$ cat config.mk
export PLATFORM = sky130hd
export DESIGN_NAME = decode_stage
export DESIGN_NICKNAME = d
export VERILOG_FILES = /design/src/rtl/decode_stage.sv
export SDC_FILE = /design/constraint.sdc
export NUM_CORES = 1
export LEC_CHECK = 0
export ABC_AREA = 1
export CAP_MARGIN = 20
export CORE_UTILIZATION = 31
export DETAILED_ROUTE_END_ITERATION = 8
export GPL_TIMING_DRIVEN = 0
export PLACE_DENSITY_LB_ADDON = 0.3
export SLEW_MARGIN = 10
export SYNTH_ARGS = -nofsm -noshare
export SYNTH_HDL_FRONTEND = slang
export SYNTH_SLANG_ARGS = --single-unit
$ cat constraint.sdc
create_clock -name clk_i -period 1.6 [get_ports clk_i]
set_input_delay 0.32 -clock clk_i [delete_from_list [all_inputs] [get_ports clk_i]]
set_output_delay 0.32 -clock clk_i [all_outputs]
set_load 0.05 [all_outputs]
$ cat src/rtl/decode_stage.sv
// Registered RV32I decode stage: field split, immediate build and legality check behind a
// valid/ready handshake with stall and flush. Optional perf counters via DECODE_PERF_CNT_EN.
module decode_stage #(
    parameter int XLEN    = 32,
    parameter int IMEM_AW = 20,
    parameter int DMEM_AW = 10
) (
    input  logic               clk_i,
    input  logic               rst_ni,
    input  logic               in_valid_i,
    output logic               in_ready_o,
    input  logic [31:0]        instr_i,
    input  logic [XLEN-1:0]    pc_i,
    input  logic [XLEN-1:0]    alu_result_i,
    input  logic               flush_i,
    output logic               out_valid_o,
    input  logic               out_ready_i,
    output logic [6:0]         opcode_o,
    output logic [4:0]         rd_o,
    output logic [2:0]         f3_o,
    output logic [4:0]         rs1_o,
    output logic [4:0]         rs2_o,
    output logic               f7_o,
    output logic [XLEN-1:0]    imm_o,
    output logic               illegal_o,
    output logic [XLEN-1:0]    pc_o,
    output logic [IMEM_AW-1:0] imem_addr_o,
    output logic [DMEM_AW-1:0] dmem_addr_o
`ifdef DECODE_PERF_CNT_EN
    ,
    output logic [31:0]        dec_count_o,
    output logic [31:0]        stall_count_o
`endif
);

    localparam logic [6:0] OPC_LUI    = 7'b0110111;
    localparam logic [6:0] OPC_AUIPC  = 7'b0010111;
    localparam logic [6:0] OPC_JAL    = 7'b1101111;
    localparam logic [6:0] OPC_JALR   = 7'b1100111;
    localparam logic [6:0] OPC_BRANCH = 7'b1100011;
    localparam logic [6:0] OPC_LOAD   = 7'b0000011;
    localparam logic [6:0] OPC_STORE  = 7'b0100011;
    localparam logic [6:0] OPC_OPIMM  = 7'b0010011;
    localparam logic [6:0] OPC_OP     = 7'b0110011;
    localparam logic [6:0] OPC_MISC   = 7'b0001111;
    localparam logic [6:0] OPC_SYSTEM = 7'b1110011;

    function automatic logic signed [31:0] imm_gen(input logic [31:0] ins);
        logic signed [31:0] imm;
        imm = '0;
        case (ins[6:0])
            OPC_LOAD, OPC_OPIMM, OPC_JALR, OPC_SYSTEM:
                imm = {{20{ins[31]}}, ins[31:20]};
            OPC_STORE:
                imm = {{20{ins[31]}}, ins[31:25], ins[11:7]};
            OPC_BRANCH:
                imm = {{19{ins[31]}}, ins[31], ins[7], ins[30:25], ins[11:8], 1'b0};
            OPC_LUI, OPC_AUIPC:
                imm = {ins[31:12], 12'b0};
            OPC_JAL:
                imm = {{11{ins[31]}}, ins[31], ins[19:12], ins[20], ins[30:21], 1'b0};
            default:
                imm = '0;
        endcase
        return imm;
    endfunction

    function automatic logic is_illegal(input logic [31:0] ins);
        logic [2:0] f3;
        logic [6:0] f7;
        logic       bad;
        f3  = ins[14:12];
        f7  = ins[31:25];
        bad = 1'b0;
        case (ins[6:0])
            OPC_LUI, OPC_AUIPC, OPC_JAL, OPC_MISC, OPC_SYSTEM: bad = 1'b0;
            OPC_JALR:   bad = (f3 != 3'b000);
            OPC_BRANCH: bad = (f3 == 3'b010) || (f3 == 3'b011);
            OPC_LOAD:   bad = (f3 == 3'b011) || (f3 == 3'b110) || (f3 == 3'b111);
            OPC_STORE:  bad = (f3 > 3'b010);
            OPC_OPIMM:  bad = ((f3 == 3'b001) && (f7 != 7'b0000000)) ||
                              ((f3 == 3'b101) && (f7 != 7'b0000000) && (f7 != 7'b0100000));
            OPC_OP:     bad = ((f7 != 7'b0000000) && (f7 != 7'b0100000)) ||
                              ((f7 == 7'b0100000) && (f3 != 3'b000) && (f3 != 3'b101));
            default:    bad = 1'b1;
        endcase
        if (ins[1:0] != 2'b11) bad = 1'b1;
        return bad;
    endfunction

    logic            valid_q, valid_d;
    logic [6:0]      opcode_q;
    logic [4:0]      rd_q, rs1_q, rs2_q;
    logic [2:0]      f3_q;
    logic            f7_q;
    logic [XLEN-1:0] imm_q, pc_q;
    logic            illegal_q;
    logic            load;
    logic signed [31:0]     imm32;
    logic signed [XLEN-1:0] imm_ext;
    logic            unused_alu_bits;

    assign in_ready_o = !valid_q || out_ready_i;
    assign load       = in_valid_i && in_ready_o && !flush_i;
    assign imm32      = imm_gen(instr_i);
    assign imm_ext    = XLEN'(imm32);

    // Flush outranks both load and hold.
    always_comb begin
        valid_d = valid_q;
        if (flush_i)          valid_d = 1'b0;
        else if (load)        valid_d = 1'b1;
        else if (out_ready_i) valid_d = 1'b0;
    end

    always_ff @(posedge clk_i or negedge rst_ni) begin
        if (!rst_ni) begin
            valid_q   <= 1'b0;
            opcode_q  <= '0;
            rd_q      <= '0;
            f3_q      <= '0;
            rs1_q     <= '0;
            rs2_q     <= '0;
            f7_q      <= 1'b0;
            imm_q     <= '0;
            illegal_q <= 1'b0;
            pc_q      <= '0;
        end else begin
            valid_q <= valid_d;
            if (load) begin
                opcode_q  <= instr_i[6:0];
                rd_q      <= instr_i[11:7];
                f3_q      <= instr_i[14:12];
                rs1_q     <= instr_i[19:15];
                rs2_q     <= instr_i[24:20];
                f7_q      <= instr_i[30];
                imm_q     <= imm_ext;
                illegal_q <= is_illegal(instr_i);
                pc_q      <= pc_i;
            end
        end
    end

    assign out_valid_o = valid_q;
    assign opcode_o    = opcode_q;
    assign rd_o        = rd_q;
    assign f3_o        = f3_q;
    assign rs1_o       = rs1_q;
    assign rs2_o       = rs2_q;
    assign f7_o        = f7_q;
    assign imm_o       = imm_q;
    assign illegal_o   = illegal_q;
    assign pc_o        = pc_q;

    assign imem_addr_o     = pc_i[IMEM_AW+1:2];
    assign dmem_addr_o     = alu_result_i[DMEM_AW-1:0];
    assign unused_alu_bits = ^alu_result_i;

`ifdef DECODE_PERF_CNT_EN
    logic [31:0] dec_count_q, dec_count_d;
    logic [31:0] stall_count_q, stall_count_d;

    // Counters free-run with natural 32-bit wrap and ignore flush.
    always_comb begin
        dec_count_d   = dec_count_q;
        stall_count_d = stall_count_q;
        if (valid_q && out_ready_i)  dec_count_d   = dec_count_q + 32'd1;
        if (valid_q && !out_ready_i) stall_count_d = stall_count_q + 32'd1;
    end

    always_ff @(posedge clk_i or negedge rst_ni) begin
        if (!rst_ni) begin
            dec_count_q   <= '0;
            stall_count_q <= '0;
        end else begin
            dec_count_q   <= dec_count_d;
            stall_count_q <= stall_count_d;
        end
    end

    assign dec_count_o   = dec_count_q;
    assign stall_count_o = stall_count_q;
`endif

endmodule
==> run summary <==
status -> complete, no violations
Synthesized Nets -> 655
Post-synth EDFFs -> 0
WP data arrival -> 1260 ps
Post-synth top cells -> 256 x nand2_1, 92 x dfrtp_1, 31 x buf_4, 31 x o21ai_0, 29 x inv_1
synth top area cells -> dfrtp_1 52%, nand2_1 22%, buf_4 5.2%
die area -> 14900 sq um
number of I/O pins -> 224
Final ANT Viol Nets -> 0
period utilization -> 0.988
Hold WC Path Type -> input port to register
Die Ht -> 122 um
Synth Area in Adders -> 0
Hold Path Cell Cnt -> 3
post-synthesis mux area share -> 0
register area share after synthesis -> 0.517
number of port buffers -> 191
global-route wire length before repair -> 21200 um
Final Critical Period -> 1580 ps
initial antenna violation count -> 1
Post-Synth Simple-Gate Area -> 0.331
Worst-Skew Late Latency -> 350 ps
gr usage total -> 0.186
largest net degree at the start of global routing -> 50
main combinational cell family by area after synthesis -> simple AND/OR/NAND/NOR gates
startpoint of the worst hold path -> instr_i[0]
Max-cap violations -> 0
P&R area growth vs syn -> 56.0%
residual DRC count -> 0
share of the synthesized area in the top cell type -> 0.517
NumNets Final -> 871
leakage power -> 3.89 nW
Worst R2R Path Depth -> 7
Starting Density -> 0.320
final hold violation count -> 0
vias in the first global route -> 4183
Die Wd -> 122 um
Cell Area, Synth -> 4450 sq um
worst-path maximum fanout -> 2
syn avg cell area -> 8.04 sq um
Slew @ Worst Pin -> 601 ps
worst rel slew slack -> 0.599
critical path startpoint category -> input port
Final HPWL DP -> 10100 um
Root Driver -> clkbuf_16
final setup fails -> 0
DRT Pass-1 Iters -> 6
Synth Area in Compound Gates -> 0.0458
clk_skew -> 6.75 ps
Crit. End Element -> output port
WL per Instance -> 14.1 um
RD Place Congestion -> 0.873
synth warn -> 0
setup TNS -> 0 ps
Fin Hold WS -> 337 ps
Synth Instances -> 554
flop2flop setup slack -> 230 ps
via count -> 4344
most frequent cell after synthesis -> nand2_1
post-synthesis register bit count -> 92
Worst Setup Path Type -> input port to output port
drt total wl -> 13500 um
1st-iter DRT viols -> 245
Worst R2R Start -> out_valid_o$_DFFE_PN0P_
Netlist cell types -> 25
H-tree depth -> 3
Peak Freq -> 632 MHz
Reg clk slew, reported paths -> 60 ps
number of vias per cell -> 4.54
max-slew violation count -> 0
Crit Reg-Reg Endpoint -> pc_o[15]$_DFFE_PN0P_
Sinks on Clock Net -> 92
total power -> 0.00707 W
Max Buffers Root-to-Sink -> 2
Worst Hold End -> opcode_o[0]$_DFFE_PN0P_
Worst VDD drop -> 0.000569 V
CTS tree -> yes
TritonCTS Buffers -> 9
Pwr per Cell Area -> 1020 nW/um^2
share of layout cells above drive strength 1 -> 0.177
Req. time, crit path -> 1280 ps
Core Area -> 13900 sq um
Main synth FF type -> dfrtp_1
Final Core Density -> 0.499
area leader, netlist -> dfrtp_1
GRT overflow -> 0
XOR/XNOR Fraction of Synth Area -> 0
CP startpoint -> pc_i[13]
asr flop ratio synth -> 1.00
Site Rows -> 43
==> final cells by class <==
| class | count | area [sq um] |
|---|---|---|
| Fill cell | 1361 | 6990 |
| Sequential cell | 92 | 2300 |
| Timing Repair Buffer | 205 | 1900 |
| Multi-Input combinational cell | 375 | 1710 |
| Buffer | 54 | 380 |
| Clock buffer | 12 | 256 |
| Tap cell | 180 | 225 |
| Inverter | 33 | 128 |
| Clock inverter | 4 | 47.5 |
| Antenna cell | 1 | 2.50 |
==> cell usage in the layout, fill, tap and decap left out, types with 9 or more instances in the layout <==
master and n:
clkbuf_16 9, nand2_1 253, o21ai_0 29, nand3_1 23, clkdlybuf4s50_1 68, nand3_2 9, buf_4 46, nor2_1 18
nand3b_1 10, dfrtp_1 91, inv_1 29, buf_2 16, clkbuf_2 9, dlygate4sd2_1 68, clkdlybuf4s15_1 24
==> per-stage QoR <==
step	std cells	setup slack [ps]	area (sq um)
2_1_floorplan	554	40.9	4460
3_3_place_gp	925	-3480	6600
3_5_place_dp	926	-481	6630
4_1_cts	951	0.776	6930
5_1_grt	956	-9.79	6950
6_report	956	18.5	6950
==> worst max path at each step <==
stage                               to  cells after the start
3_5_place_dp     imm_o[31]$_DFFE_PN0P_                     10
3_3_place_gp   out_valid_o$_DFFE_PN0P_                      1
5_1_grt        opcode_o[1]$_DFFE_PN0P_                      9
2_1_floorplan     pc_o[14]$_DFFE_PN0P_                      7
6_report               imem_addr_o[11]                      3
4_1_cts                       imm_o[4]                      1
==> cell families (layout without fill, tap and decap cells) <==
kind of cell           count (synthesis)  count (layout)
buffers and inverters                 87             308
other                                  0               1
and+or+nand+nor                      336             336
AOI/OAI and AO/OA                     39              39
DFF                                   92              92
==> worst max-delay path, stage by stage <==
cell and delay, ps:
clkdlybuf4s50_1 490, buf_4 110, clkdlybuf4s18_2 350
==> per-layer routing <==
metal | GRT usage | vias up | routed length (um)
met3 | 0.0375 | 14 | 978
met1 | 0.243 | 2051 | 5940
met2 | 0.304 | 151 | 6390
met4 | 0.0687 | 0 | 176
met5 | 0 | - | 0
li1 | - | 2128 | -
==> report_power, final <==
part | switching (W) | internal [W] | leakage (nW) | total [W]
registers | 0.000129 | 0.00257 | 1.18 | 0.00270
clock network | 0.000882 | 0.00129 | 0.149 | 0.00217
logic | 0.00155 | 0.000648 | 2.55 | 0.00220
==> flip-flops by register name, summed over array words and instances (netlist names) <==
| signal | flops |
|---|---|
| imm_o | 32 |
| pc_o | 32 |
| opcode_o | 7 |
| rd_o | 5 |
| rs1_o | 5 |
| rs2_o | 5 |
| f3_o | 3 |
| f7_o | 1 |
| illegal_o | 1 |
| out_valid_o | 1 |
==> repair_timing <==
| action | in CTS | in global routing |
|---|---|---|
| setup endpoints to repair | 152 | 108 |
| pin swaps | 5 | 3 |
| endpoints found under the hold margin | 4 | 0 |
| buffers inserted | 8 | 4 |
| resized for setup | 165 | 90 |
| hold buffers | 1 | 0 |
Note: power is estimated with default switching activity, not from simulation.
